**config.mk**
```make
export PLATFORM = sky130hd
export DESIGN_NAME = bit_serializer
export DESIGN_NICKNAME = d
export VERILOG_FILES = /design/src/rtl/bit_serializer_pkg.sv /design/src/rtl/bit_serializer_cnt.sv /design/src/rtl/bit_serializer.sv
export SDC_FILE = /design/constraint.sdc
export NUM_CORES = 1
export LEC_CHECK = 0
export ABC_AREA = 1
export CORE_ASPECT_RATIO = 1.25
export CORE_MARGIN = 2
export CORE_UTILIZATION = 30
export CTS_BUF_LIST = sky130_fd_sc_hd__clkbuf_8 sky130_fd_sc_hd__clkbuf_16
export DETAILED_ROUTE_END_ITERATION = 10
export HOLD_SLACK_MARGIN = 0.02
export PLACE_DENSITY = 0.48
export SYNTH_ARGS = -nofsm -noshare
export SYNTH_HDL_FRONTEND = slang
export SYNTH_HIERARCHICAL = 1
export SYNTH_SLANG_ARGS = --single-unit
```
**constraint.sdc**
```tcl
create_clock -name clk -period 2.8 [get_ports clk]
set_input_delay 0.56 -clock clk [delete_from_list [all_inputs] [get_ports clk]]
set_output_delay 0.56 -clock clk [all_outputs]
set_load 0.01 [all_outputs]
```
**src/rtl/bit_serializer_pkg.sv**
```systemverilog
// Shared types and frame-length helper for the bit serializer.
// BIT_SERIALIZER_PARITY_EN appends an even-parity bit to every frame.
package bit_serializer_pkg;

    typedef enum logic {
        IDLE  = 1'b0,
        SHIFT = 1'b1
    } state_t;

`ifdef BIT_SERIALIZER_PARITY_EN
    localparam bit PARITY_EN = 1'b1;
`else
    localparam bit PARITY_EN = 1'b0;
`endif

    function automatic int flen(input int width, input bit parity);
        return parity ? width + 1 : width;
    endfunction

endpackage

```
**src/rtl/bit_serializer_cnt.sv**
```systemverilog
// Modulo-FLEN bit-position counter with clear, enable and a last-bit flag.
module bit_serializer_cnt #(
    parameter int FLEN = 8,
    parameter int CW   = $clog2(FLEN + 1)
) (
    input  logic          clk,
    input  logic          reset,
    input  logic          clear,
    input  logic          enable,
    output logic [CW-1:0] count,
    output logic          last
);

    localparam logic [CW-1:0] LAST_IDX = CW'(FLEN - 1);

    logic [CW-1:0] count_reg;

    always_ff @(posedge clk) begin
        if (!reset) begin
            count_reg <= '0;
        end else if (clear) begin
            count_reg <= '0;
        end else if (enable) begin
            count_reg <= (count_reg == LAST_IDX) ? '0 : count_reg + CW'(1);
        end
    end

    assign count = count_reg;
    assign last  = (count_reg == LAST_IDX);

endmodule

```
**src/rtl/bit_serializer.sv**
```systemverilog
// Parallel-in/serial-out stage feeding the 010/101 sequence detectors.
// Optional BIT_SERIALIZER_PARITY_EN adds a trailing even-parity bit per frame.
module bit_serializer
    import bit_serializer_pkg::*;
#(
    parameter int WIDTH     = 8,
    parameter bit MSB_FIRST = 1'b1
) (
    input  logic             clk,
    input  logic             reset,
    input  logic             load_valid,
    input  logic [WIDTH-1:0] load_data,
    output logic             load_ready,
    output logic             x_out,
    output logic             x_valid,
    output logic             busy,
    output logic             done
);

    localparam int FLEN = flen(WIDTH, PARITY_EN);
    localparam int CW   = $clog2(FLEN + 1);
    localparam logic [CW-1:0] PENULT = CW'(FLEN - 2);

    state_t state_reg, state_next;
    logic [WIDTH-1:0] shift_reg;
    logic x_out_reg, x_valid_reg, busy_reg, done_reg;
    logic [CW-1:0] count;
    logic last;
    logic in_shift, last_bit, accept, advance, done_next;
    logic first_bit, next_data_bit, next_bit;
    logic [WIDTH-1:0] loaded_shifted, shift_shifted;

    assign in_shift   = (state_reg == SHIFT);
    assign last_bit   = in_shift && last;
    assign load_ready = !in_shift || last;
    assign accept     = load_valid && load_ready;
    assign advance    = in_shift && !last;
    // Registered done must be high while the last bit is on x_out,
    // so it is raised on the edge that moves onto that bit.
    assign done_next  = advance && (count == PENULT);

    bit_serializer_cnt #(
        .FLEN (FLEN),
        .CW   (CW)
    ) u_cnt (
        .clk    (clk),
        .reset  (reset),
        .clear  (accept || last_bit),
        .enable (advance),
        .count  (count),
        .last   (last)
    );

    always_comb begin
        state_next = state_reg;
        if (accept) begin
            state_next = SHIFT;
        end else if (last_bit) begin
            state_next = IDLE;
        end
    end

    // The first bit goes straight to x_out; the shift register keeps the rest.
    assign first_bit      = MSB_FIRST ? load_data[WIDTH-1] : load_data[0];
    assign next_data_bit  = MSB_FIRST ? shift_reg[WIDTH-1] : shift_reg[0];
    assign loaded_shifted = MSB_FIRST ? (load_data << 1) : (load_data >> 1);
    assign shift_shifted  = MSB_FIRST ? (shift_reg << 1) : (shift_reg >> 1);

`ifdef BIT_SERIALIZER_PARITY_EN
    logic parity_reg;
    // With parity the final (done) position is the parity slot.
    assign next_bit = done_next ? parity_reg : next_data_bit;
`else
    assign next_bit = next_data_bit;
`endif

    always_ff @(posedge clk) begin
        if (!reset) begin
            state_reg   <= IDLE;
            shift_reg   <= '0;
            x_out_reg   <= 1'b0;
            x_valid_reg <= 1'b0;
            busy_reg    <= 1'b0;
            done_reg    <= 1'b0;
`ifdef BIT_SERIALIZER_PARITY_EN
            parity_reg  <= 1'b0;
`endif
        end else begin
            state_reg <= state_next;
            if (accept) begin
                shift_reg   <= loaded_shifted;
                x_out_reg   <= first_bit;
                x_valid_reg <= 1'b1;
                busy_reg    <= 1'b1;
                done_reg    <= 1'b0;
`ifdef BIT_SERIALIZER_PARITY_EN
                parity_reg  <= ^load_data;
`endif
            end else if (advance) begin
                shift_reg   <= shift_shifted;
                x_out_reg   <= next_bit;
                x_valid_reg <= 1'b1;
                busy_reg    <= 1'b1;
                done_reg    <= done_next;
            end else begin
                x_out_reg   <= 1'b0;
                x_valid_reg <= 1'b0;
                busy_reg    <= 1'b0;
                done_reg    <= 1'b0;
            end
        end
    end

    assign x_out   = x_out_reg;
    assign x_valid = x_valid_reg;
    assign busy    = busy_reg;
    assign done    = done_reg;

endmodule
```
-- Word-level counts from Yosys, hierarchy flattened
Index checks and enable logic that the tools add are counted.
- output and inout bits: 5
- input bits: 11
- logic and storage cells: 32
- register bits after elaboration: 15
- bitwise gates (word level): 2
- $add $sub $neg: 1
- eq/ne operators: 2
- reduce and logical (&&, ||, !) cells: 12
- multiplexer cells: 9
- operators by type and width (kind ; count):
    8-bit 2-to-1 mux ; 2
    4-bit by 3-bit == test with 1-bit output (second input constant) ; 2
    1-bit 2-to-1 mux ; 6
    4-bit by 1-bit adder with 4-bit output (second input constant) ; 1
    1-bit logical AND ; 4
    4-bit 2-to-1 mux ; 1
    2-bit nonzero test ; 2
    3-bit OR reduction ; 1
    1-bit zero test ; 2
    1-bit logical OR ; 2
    1-bit NOT ; 2
    2-bit OR reduction ; 1

-- Logic depth before layout (Yosys ltp)
Gate-level depths: netlist (run 1).
- depth after elaboration: 5
- mapped depth: 10
- gate-level depth less buffers: 9

-- By module
The synthesis (run 1) kept the hierarchy.
- by module, submodules not included (module ; sequential area each (um2) ; cells each ; instances ; area each (um2)):
    bit_serializer ; 220.2 ; 70 ; 1 ; 511.7
    bit_serializer_cnt ; 80.1 ; 27 ; 1 ; 193.9

-- Worst setup path before layout (run 1)
OpenSTA, ideal clock, no wires.
- kind: register to output
- start: register u_cnt.count_reg[0] (netlist: u_cnt/count[0])
- end: output port load_ready
- arrival time: 1.142 ns
- data required time: 2.240 ns
- path slack: 1.098 ns
- cell stages (with the launch flop): 7
- path buffers: 1
- path through: dfxtp_1 ha_1 nand2_1 nor2_1 inv_2 nand2_4 buf_6
- cells in the longest elaborated chain, start to end: 2
- ends and longest elaborated chain (what ; line ; text):
    start, declared ; bit_serializer_cnt.sv:16 ; logic [CW-1:0] count_reg;
    start signal, assigned ; bit_serializer_cnt.sv:24 ; count_reg <= (count_reg == LAST_IDX) ? '0 : count_reg + CW'(1);
    4-bit by 3-bit == test with 1-bit output ; bit_serializer_cnt.sv:29 ; assign last = (count_reg == LAST_IDX);
    net last ; bit_serializer.sv:28 ; logic last;
    1-bit logical OR ; bit_serializer.sv:35 ; assign load_ready = !in_shift || last;
    end, declared ; bit_serializer.sv:13 ; output logic load_ready,
The timed path passes the listed nets, and every way through them passes these cells.

-- Worst setup path in the final report (run 1)
Ends and elaborated chain as after synthesis.

==> metrics.md, run 1 <==
| Metric | Value |
|---|---|
| I/O Pins | `16` |
| Largest net degree at the start of global routing | `17` |
| HPWL after detailed placement | `around 1000 um` |
| Worst clock skew | `between 0.002 and 0.0025 ns` |
| CTS hold repair buffers | `0` |
| CP Class | `reg -> out` |
| Status | `finished, final reports clean` |
| FF-to-FF path depth | `8` |
| Worst Setup End Kind | `output port` |
| Synthesized flop and latch total | `15` |
| Min cycle time layout | `about 2.5 ns` |
| Die area | `around 0.0028 mm2` |
| Req. time, crit path | `about 2.2 ns` |
| Commonest non-fill, non-tap cells in the layout | `nand3_1 (21), nand2_1 (19), dfxtp_1 (15), clkdlybuf4s50_1 (15), inv_1 (12)` |
| R2r endpoint | `u_cnt/count[1]` |
| Worst-Skew Late Latency | `roughly 0.24 ns` |
| Crit start category | `flop` |
| Commonest non-fill, non-tap cell in the layout | `nand3_1` |
| Post-CTS Resized | `0` |
| Layout area overhead | `29.08%` |
| RD Place Congestion | `a little under 0.7` |
| Met2 wire length | `roughly 670 um` |
| Critical Path Source | `u_cnt/count[0]` |
| Max reg flops | `7` |
| Worst flop-to-flop path startpoint | `u_cnt/count[0]` |
| Synth warnings | `6` |
| Core area | `0.002211 mm2` |
| Final Worst Setup Slack | `approximately 0.26 ns` |
| Layout Nets | `~130` |
| Critical path arrival | `between 1.5 and 2 ns` |
| Post-synth top area share | `42.55%` |
| Slew headroom | `74.99%` |
| Met3 wire length | `59 um` |
| Row cnt | `19` |
| TNS Setup | `0 ns` |
| Die X | `47.38 um` |
| Max-cap violations | `0` |
| Switch share | `about a quarter` |
| GRT overflow | `0` |
| Post-route DRC violation count | `0` |
| Final Hold Fails | `0` |
| Post-synthesis sequential area ratio | `a little over two fifths` |
| Final period util | `about nine tenths` |
| FMAX | `~400 MHz` |
| Min-Delay Path Class | `reg -> reg` |
| Total CTS buffers | `3` |
| Final setup violation count | `0` |
| Initial antenna violation count | `0` |
| Avg Inst Size Synth | `slightly above 7 um2` |
| Total GRT Usage | `12.81%` |
| Max FO, Critical Path | `16` |
| Avg WL per Cell | `9.727 um` |
| Starting Density | `a little under a third` |
| Total power | `461.5 uW` |
| Port bufs | `15` |
| Vias in the first global route | `600` |
| Logic pwr share | `between 10% and 20%` |
| Synth area leader | `dfxtp_1` |
| Clock Power Share | `between 30 and 40%` |
| R2R Setup Slk | `about 1.1 ns` |
| Fraction of layout cells with a size suffix above 1 | `9.821%` |
| Pint | `353.2 uW` |
| Routed Wire Length | `1391 um` |
| Vias | `roughly 640` |
| Pre-antenna DRT Iters | `4` |
| CTS tree | `done` |
| Initial detailed-routing violation count | `9` |
| Psw | `roughly 110 uW` |
| Max clock buf depth | `2` |
| Die Height | `58.23 um` |
| Top post-synthesis cells by area | `dfxtp_1 (43%), nand3_1 (15%), nand2_1 (10%)` |
| Clk root buf | `clkbuf_8` |
| Diodes inserted | `0` |
| RSZ-0062 raised after global routing | `false` |
| Worst setup path endpoint | `load_ready` |
| Cells after synthesis | `97` |
| Max-slew violation count | `0` |
| Pwr dens | `just over 500 mW/mm2` |
| Synth unique cells | `20` |
| IR drop worst, VDD | `about 0.25 mV` |
| Reg clk slew, reported paths | `around 0.060 ns` |
| Post-CTS Setup Inserts | `0` |
| First-pass GRT wire length | `2504 um` |
| Worst slack at placement | `roughly 0.52 ns` |
| CTS sink cnt | `15` |
| Detail Route Antenna Nets | `0` |
| Tightest Pin Transition | `roughly 0.37 ns` |
| H-Tree Depth | `1` |
| Sequential power share | `50.0%` |
| Leak | `0.3922 nW` |
| Met1 WL | `about 640 um` |
| Syn_nets | `about 110` |
| Via density | `~4.4` |
| Netlist area before placement | `roughly 700 um2` |
| Highest metal used | `met4` |
critical path, cell delays in order, from the launching register on:
cell and delay (ns):
dfxtp_1 0.42, ha_1 0.23, nand2_1 0.06, nor2_1 0.24, inv_2 0.08, nand2_4 0.15
clkdlybuf4s50_1 0.56
cells by family (layout without fill, tap and decap cells):
family / after synthesis / after routing / share of synthesized area, %
compound gates: 8 / 8 / 6.204
flops: 15 / 15 / 42.55
simple gates: 54 / 54 / 36.70
xor+xnor: 1 / 1 / 1.241
buf+inv: 18 / 33 / 11.53
fa+ha+maj: 1 / 1 / 1.773
routing by layer:
layer  up-vias  GRT usage [%]
li1        342              -
met1       284          15.80
met2         8          19.69
met3         2          3.115
met4         0          7.143
met5         -              0
cell type report:
cell class,count,area [um2]
fillers,247,1300
multi-input cells,64,324.1
flip-flops and latches,15,300.3
repair buffers,15,150.1
inverters,14,52.55
clock buffers,3,41.29
well taps,31,38.79
clock inverters,1,3.754
power by group through the flow:
stage / clock network [mW] / logic, mW / registers [mW]
floorplan: 0 / 0.0412 / 0.235
global placement: 0 / 0.0670 / 0.235
detailed placement: 0 / 0.0666 / 0.235
CTS: 0.176 / 0.0670 / 0.231
global route: 0.185 / 0.0757 / 0.232
finish: 0.165 / 0.0657 / 0.231
worst min-delay path by stage:
stage / endpoint / start / slack (ns) / cells after the start
floorplan: shift_reg[1] / shift_reg[1] / 0.44 / 2
global placement: shift_reg[1] / shift_reg[1] / 0.46 / 2
detailed placement: shift_reg[1] / shift_reg[1] / 0.46 / 2
CTS: shift_reg[1] / shift_reg[1] / 0.47 / 2
global route: shift_reg[1] / shift_reg[1] / 0.49 / 2
finish: shift_reg[1] / shift_reg[1] / 0.47 / 2
cells in the mapped netlist, drive strengths merged:
cell / n
nand2: 21
nand3: 21
dfxtp: 15
inv: 14
nor2: 10
a21oi: 5
buf: 4
o21ai: 3
ha: 1
nand3b: 1
nor4: 1
xnor2: 1
metrics by stage:
| step | std cells | area [um2] | hold slack (ns) | util [%] |
|---|---|---|---|---|
| 3_5_place_dp | 139 | 865.8 | 0.4618 | 39.16 |
| 3_3_place_gp | 139 | 865.8 | 0.4566 | 39.16 |
| 6_report | 143 | 910.9 | 0.4683 | 41.20 |
| 5_1_grt | 143 | 910.9 | 0.4944 | 41.20 |
| 2_1_floorplan | 97 | 705.7 | 0.4395 | - |
| 4_1_cts | 143 | 910.9 | 0.4714 | 41.20 |
No activity file was read; power rests on OpenSTA's default activity.
==> inputs of run 2 (changes only) <==
--- a/config.mk
+++ b/config.mk
@@ -5,14 +5,13 @@
 export SDC_FILE = /design/constraint.sdc
 export NUM_CORES = 1
 export LEC_CHECK = 0
-export ABC_AREA = 1
 export CORE_ASPECT_RATIO = 1.25
 export CORE_MARGIN = 2
 export CORE_UTILIZATION = 30
 export CTS_BUF_LIST = sky130_fd_sc_hd__clkbuf_8 sky130_fd_sc_hd__clkbuf_16
 export DETAILED_ROUTE_END_ITERATION = 10
 export HOLD_SLACK_MARGIN = 0.02
-export PLACE_DENSITY = 0.48
+export PLACE_DENSITY = 0.49
 export SYNTH_ARGS = -nofsm -noshare
 export SYNTH_HDL_FRONTEND = slang
 export SYNTH_HIERARCHICAL = 1
==> run 2 against run 1 <==
Net effect: routed wire length decreased by 21%; sequential share of layout area increased by 1.9 points; via count decreased by 23%; combinational power decreased by 3%; worst hold slack got worse by 0.023 ns; register-to-register slack improved by 0.12 ns; highest routed layer unchanged; non-clock buffer count increased by 1; flip-flop and latch count unchanged; clock power about the same.
==> metrics.md, run 2 <==
| Metric | Value |
|---|---|
| Status | `finished, final reports clean` |
| Max clock buf depth | `2 (unchanged)` |
| RD Place Congestion | `0.6854 (-0.33%)` |
| FF-to-FF path depth | `6 (-2)` |
| Finished Cell Area | `862.1 um2 (-5.4%)` |
| Starting Density | `31.05% (-0.87 points)` |
| Leak | `0.3442 nW (-12%)` |
| Max reg flops | `7 (unchanged)` |
| Worst Path Buf+Inv | `1 (-1)` |
| Netlist area before placement | `664.4 um2 (-5.9%)` |
| Final Worst Setup Slack | `0.4069 ns (+0.1510 ns)` |
| Post-route DRC violation count | `0 (unchanged)` |
| Pwr dens | `534.4 mW/mm2 (+5.5%)` |
| CTS hold repair buffers | `0 (unchanged)` |
| WHS Endpoint | `done` |
| Post-CTS Setup Inserts | `0 (unchanged)` |
| Worst flop-to-flop path startpoint | `u_cnt/count[0]` |
| Commonest non-fill, non-tap cells in the layout | `dfxtp_1 (15), clkdlybuf4s50_1 (15), mux2i_1 (8)` |
| Max FO, Critical Path | `16 (unchanged)` |
| Post-CTS Resized | `0 (unchanged)` |
| Slew headroom | `69.41% (-5.6 points)` |
| Global Route met1 Usage | `11.78% (-4.0 points)` |
| CP Class | `reg -> out` |
| Routed Wire Length | `1099 um (-21%)` |
| Layout Nets | `94 (-25%)` |
| Synth area leader | `dfxtp_1` |
| Min-Delay Path Class | `reg -> reg` |
| Largest net degree at the start of global routing | `17 (unchanged)` |
| Fillcell total | `224 (-9.3%)` |
| CTS sink cnt | `15 (unchanged)` |
| Crit path largest cell delay | `0.57 ns (about the same)` |
| Grt met2 use | `14.68% (-5.0 points)` |
| First-pass GRT wire length | `1856 um (-26%)` |
| Multi-input logic area | `322.8 um2 (-0.39%)` |
| Hold_ws | `0.4449 ns (-0.02338 ns)` |
| Worst-Skew Late Latency | `0.24 ns (about the same)` |
| Worst clock skew | `0.001355 ns (-0.001085 ns)` |
| Clk root buf | `clkbuf_8` |
| Row cnt | `19 (unchanged)` |
| Worst Setup End Kind | `output port` |
| Die area | `0.002609 mm2 (-5.4%)` |
| Synthesized flop and latch total | `15 (unchanged)` |
| Pre-antenna DRT Iters | `3 (-1)` |
| CTS tree | `done` |
| Final Hold Fails | `0 (unchanged)` |
| Placed cell area | `817.0 um2 (-5.6%)` |
| Hold_sp | `u_cnt/count[3]` |
| Vias in the first global route | `444 (-26%)` |
| Synth warnings | `6 (unchanged)` |
| CP delay by family, top | `buffers and inverters` |
| Die Height | `56.62 um (-2.8%)` |
| RSZ-0062 raised after global routing | `false` |
| Crit start category | `flop` |
| Crit path depth | `4 (-2)` |
| R2R Setup Slk | `1.22 ns (+0.12 ns)` |
| Initial detailed-routing violation count | `4 (-5)` |
| Max-slew violation count | `0 (unchanged)` |
| Number of synthesized flops with an enable pin | `0 (unchanged)` |
| TNS Setup | `0 ns (unchanged)` |
| Final Util | `40.29% (-0.91 points)` |
| Cells after synthesis | `65 (-33%)` |
| Synth cell count leaders | `dfxtp_1 (15), mux2i_1 (8), a21oi_1 (6), nor2_1 (5), o21ai_0 (5)` |
| Sequential Area | `300.3 um2 (unchanged)` |
| Fraction of layout cells with a size suffix above 1 | `12.35% (+2.5 points)` |
| Synth unique cells | `25 (+25%)` |
| Core area | `0.002140 mm2 (-3.2%)` |
| Syn_nets | `77 (-29%)` |
| Avg WL per Cell | `10.77 um (+11%)` |
| Dpl cells | `98 (-29%)` |
| Diodes inserted | `0 (unchanged)` |
| Min cycle time layout | `2.393 ns (-0.1510 ns)` |
| FMAX | `417.9 MHz (+6.3%)` |
| Top post-synthesis cells by area | `dfxtp_1 (45%), mux2i_1 (12%), a21oi_1 (4.5%)` |
| Layout area overhead | `29.76%` |
| Die X | `46.09 um (-2.7%)` |
| Final setup violation count | `0 (unchanged)` |
| Max-cap violations | `0 (unchanged)` |
| Total power | `460.7 uW (-0.17%)` |
| Tightest Pin Transition | `0.4574 ns (+0.08345 ns)` |
| Reg clk slew, reported paths | `0.06 ns (about the same)` |
| Port bufs | `15 (unchanged)` |
| Grt peak-use layer | `met2` |
| R2r endpoint | `u_cnt/count[3]` |
| Total CTS buffers | `3 (unchanged)` |
| Initial antenna violation count | `0 (unchanged)` |
| Post-synthesis async set-or-reset flop share | `0% (unchanged)` |
| Post-synth top area share | `45.20% (+2.6 points)` |
| Slowest CP cell | `clkdlybuf4s50_1` |
| Final period util | `85.47% (-5.4 points)` |
| Critical Path Source | `u_cnt/count[0]` |
| Via density | `4.824 (+8.5%)` |
| Worst slack at placement | `0.6348 ns (+0.1127 ns)` |
| H-Tree Depth | `1 (unchanged)` |
| Detail Route Antenna Nets | `0 (unchanged)` |
| Hold Path Depth | `1 (-1)` |
| Critical path arrival | `1.83 ns (-0.15 ns)` |
| IR drop worst, VDD | `0.3212 mV (+26%)` |
| Fin cells | `102 (-29%)` |
| Most numerous cell in the Yosys netlist | `dfxtp_1` |
| I/O Pins | `16 (unchanged)` |
| Vias | `492 (-23%)` |
| Top FF cell, synth | `dfxtp_1` |
| CP cell instances | `ha_1, and3_1, nand2b_4, clkdlybuf4s50_1` |
| GRT overflow | `0 (unchanged)` |
| Avg Inst Size Synth | `10.22 um2 (+40%)` |
| Met3 Use GR | `2.894% (-0.22 points)` |
| Total GRT Usage | `9.806% (-3.0 points)` |
| Req. time, crit path | `2.24 ns (about the same)` |
| Post-synthesis sequential area ratio | `45.20% (+2.6 points)` |
[run 2: cell types whose count changed after synthesis, sizes merged, moves of 2 or more]
cell	previous run	this run
inv	14	2
o21a	0	2
nand3	21	2
nor2	10	5
mux2i	0	8
nand2b	0	2
o21ai	3	6
nand2	21	3
[run 2: kinds of logic after synthesis]
family / synth area share [%]
adder cells (fa/ha/maj): 1.883
multiplexers: 13.75
flip-flops: 45.20
buffers and inverters: 6.213
AND/OR/NAND/NOR: 15.07
AO/OA/AOI/OAI: 13.93
XOR/XNOR: 3.956
[run 2: worst max path at each step]
| stage | to |
|---|---|
| floorplan | load_ready |
| finish | load_ready |
| global placement | load_ready |
| CTS | load_ready |
| detailed placement | load_ready |
| global route | load_ready |
[run 2: worst register-to-register path, cell delays in order (launching register included)]
cell and delay [ns]:
dfxtp_1 0.35, ha_1 0.24, and3_1 0.20, mux2_2 0.26
nand2b_4 0.15, a41o_1 0.23, nor2_1 0.10
[run 2: cell type report]
cell class	count	area share [%]
Multi-Input combinational cell	44	37.45
Sequential cell	15	34.83
Tap cell	21	3.048
Clock inverter	1	0.4354
Timing Repair Buffer	16	18.29
Inverter	2	1.161
Clock buffer	3	4.790
[run 2: per-layer routing]
metal,part of all wire (%),up-vias,wire (um)
li1,-,258,-
met1,45,221,492
met2,49,9,544
met3,3.5,4,38
met4,2.1,0,23
met5,0,-,0
[run 2: power by group]
part	switching [mW]	internal, mW
combinational	0.0269	0.0371
sequential	0.00683	0.226
clock	0.0672	0.0967
total	0.101	0.360
==> inputs of run 3 (changes only) <==
--- a/config.mk
+++ b/config.mk
@@ -10,6 +10,7 @@
 export CORE_UTILIZATION = 30
 export CTS_BUF_LIST = sky130_fd_sc_hd__clkbuf_8 sky130_fd_sc_hd__clkbuf_16
 export DETAILED_ROUTE_END_ITERATION = 10
+export GPL_TIMING_DRIVEN = 0
 export HOLD_SLACK_MARGIN = 0.02
 export PLACE_DENSITY = 0.49
 export SYNTH_ARGS = -nofsm -noshare
==> run 3 against run 2 <==
Net effect: clock power barely moved; worst setup slack got worse by 0.053 ns; fmax fell by 2.2%; power rose by 0.83%; largest cell class unchanged.
==> metrics.md, run 3 (synthesis gave the netlist of run 2 again) <==
| Metric | Value |
|---|---|
| Finished Cell Area | `885.9 um2 (+2.8%)` |
| Post-CTS Setup Inserts | `0 (unchanged)` |
| Layout area overhead | `33.33%` |
| Core area | `0.002140 mm2 (unchanged)` |
| Max-cap violations | `0 (unchanged)` |
| FMAX | `408.8 MHz (-2.2%)` |
| Slowest CP cell | `clkdlybuf4s50_1` |
| Detail Route Antenna Nets | `0 (unchanged)` |
| First-pass GRT wire length | `2049 um (+10%)` |
| R2r endpoint | `u_cnt/count[0]` |
| Final Hold Fails | `0 (unchanged)` |
| IR drop worst, VDD | `0.3045 mV (-5.2%)` |
| RD Place Congestion | `0.6353 (-7.3%)` |
| Routed Wire Length | `1113 um (+1.3%)` |
| Die X | `46.09 um (unchanged)` |
| Die Height | `56.62 um (unchanged)` |
| Total GRT Usage | `10.72% (+0.92 points)` |
| Die area | `0.002609 mm2 (unchanged)` |
| CTS tree | `done` |
| R2R Setup Slk | `1.25 ns (+0.03 ns)` |
| GRT overflow | `0 (unchanged)` |
| Worst setup path endpoint | `load_ready` |
| Via density | `4.714 (-2.3%)` |
| Port bufs | `15 (unchanged)` |
| Max clock buf depth | `2 (unchanged)` |
| Worst-Skew Late Latency | `0.24 ns (about the same)` |
| Row cnt | `19 (unchanged)` |
| Fraction of layout cells with a size suffix above 1 | `15.48% (+3.1 points)` |
| Post-route DRC violation count | `0 (unchanged)` |
| Worst Path Buf+Inv | `2 (+1)` |
| Crit path largest cell delay | `0.54 ns (-0.03 ns)` |
| Reg clk slew, reported paths | `0.06 ns (about the same)` |
| Layout Nets | `97 (+3.2%)` |
| Max FO, Critical Path | `10 (-6)` |
| Total power | `464.5 uW (+0.83%)` |
| Slew headroom | `87.25% (+18 points)` |
| Final setup violation count | `0 (unchanged)` |
| Clk root buf | `clkbuf_8` |
| Vias in the first global route | `486 (+9.5%)` |
| Multi-input logic area | `322.8 um2 (unchanged)` |
| CP cell instances | `ha_1, and3_1, nand2b_4, buf_6, clkdlybuf4s50_1` |
| Leak | `0.3591 nW (+4.4%)` |
| Min-Delay Path Class | `reg -> reg` |
| H-Tree Depth | `1 (unchanged)` |
| Sequential Area | `300.3 um2 (unchanged)` |
| Req. time, crit path | `2.24 ns (about the same)` |
| Worst slack at placement | `0.5837 ns (-0.05111 ns)` |
| Placed cell area | `840.8 um2 (+2.9%)` |
| Diodes inserted | `0 (unchanged)` |
| Pwr dens | `524.4 mW/mm2 (-1.9%)` |
| TNS Setup | `0 ns (unchanged)` |
| CTS sink cnt | `15 (unchanged)` |
| Worst clock skew | `0.001234 ns (-0.0001209 ns)` |
| Commonest non-fill, non-tap cells in the layout | `dfxtp_1 (15), clkdlybuf4s50_1 (15), mux2i_1 (8)` |
| Pre-antenna DRT Iters | `2 (-1)` |
| CP delay by family, top | `buffers and inverters` |
| Avg WL per Cell | `10.60 um (-1.6%)` |
| Vias | `495 (+0.61%)` |
| HPWL after detailed placement | `~820 um` |
| Max-slew violation count | `0 (unchanged)` |
| Max reg flops | `7 (unchanged)` |
| Starting Density | `31.05% (unchanged)` |
| Initial detailed-routing violation count | `3 (-1)` |
| RSZ-0062 raised after global routing | `false` |
| Status | `finished, final reports clean` |
| Fillcell total | `220 (-1.8%)` |
| Critical Path Source | `u_cnt/count[0]` |
| Total CTS buffers | `3 (unchanged)` |
| Crit start category | `flop` |
| Crit path depth | `5 (+1)` |
| Final period util | `87.36% (+1.9 points)` |
| Tightest Pin Transition | `0.1907 ns (-0.2667 ns)` |
| Critical path arrival | `1.89 ns (+0.06 ns)` |
| FF-to-FF path depth | `6 (unchanged)` |
| Largest net degree at the start of global routing | `11 (-6)` |
| Initial antenna violation count | `0 (unchanged)` |
| I/O Pins | `16 (unchanged)` |
| Worst Setup End Kind | `output port` |
| Worst flop-to-flop path startpoint | `u_cnt/count[0]` |
| Final Worst Setup Slack | `0.3539 ns (-0.05296 ns)` |
| Hold_ws | `0.4338 ns (-0.01108 ns)` |
| Post-CTS Resized | `0 (unchanged)` |
| CTS hold repair buffers | `0 (unchanged)` |
| Min cycle time layout | `2.446 ns (+0.05296 ns)` |
| CP Class | `reg -> out` |
## run 3: worst min path at each step
stage,from,endpoint,slack [ns],depth (start not counted)
floorplan,u_cnt/count[3],done,0.41,1
global placement,u_cnt/count[3],done,0.42,1
detailed placement,u_cnt/count[3],done,0.43,1
CTS,u_cnt/count[3],done,0.44,1
global route,u_cnt/count[3],done,0.46,1
finish,u_cnt/count[3],done,0.43,1
## run 3: stage by stage
step,util [%],std cells
final,41.40,105
after floorplan,-,65
after global placement,39.30,101
after detailed placement,39.30,101
after CTS,41.40,105
after global routing,41.40,105
## run 3: per-layer routing
layer | wire length [um] | global-route usage, % | share of wire, % | up-vias
met1 | 496 | 12.90 | 45 | 220
li1 | - | - | - | 266
met5 | 0 | 0 | 0 | -
met4 | 10 | 6.122 | 0.90 | 0
met2 | 569 | 16.47 | 51 | 7
met3 | 37 | 2.894 | 3.3 | 2
## run 3: final cells by class
class / count / share of cell area, %
clock inverter: 1 / 0.4237
multi-input combinational: 44 / 36.44
clock buffer: 3 / 4.661
tap: 21 / 2.966
sequential: 15 / 33.90
inverter: 2 / 1.130
timing repair buffer: 15 / 16.95
buffer: 4 / 3.531
## run 3: power by group
group | internal, mW | leakage, nW | switching (mW)
registers | 0.226 | 0.123 | 0.00694
clock network | 0.0967 | 0.0269 | 0.0666
logic | 0.0405 | 0.209 | 0.0278
total | 0.363 | 0.359 | 0.101
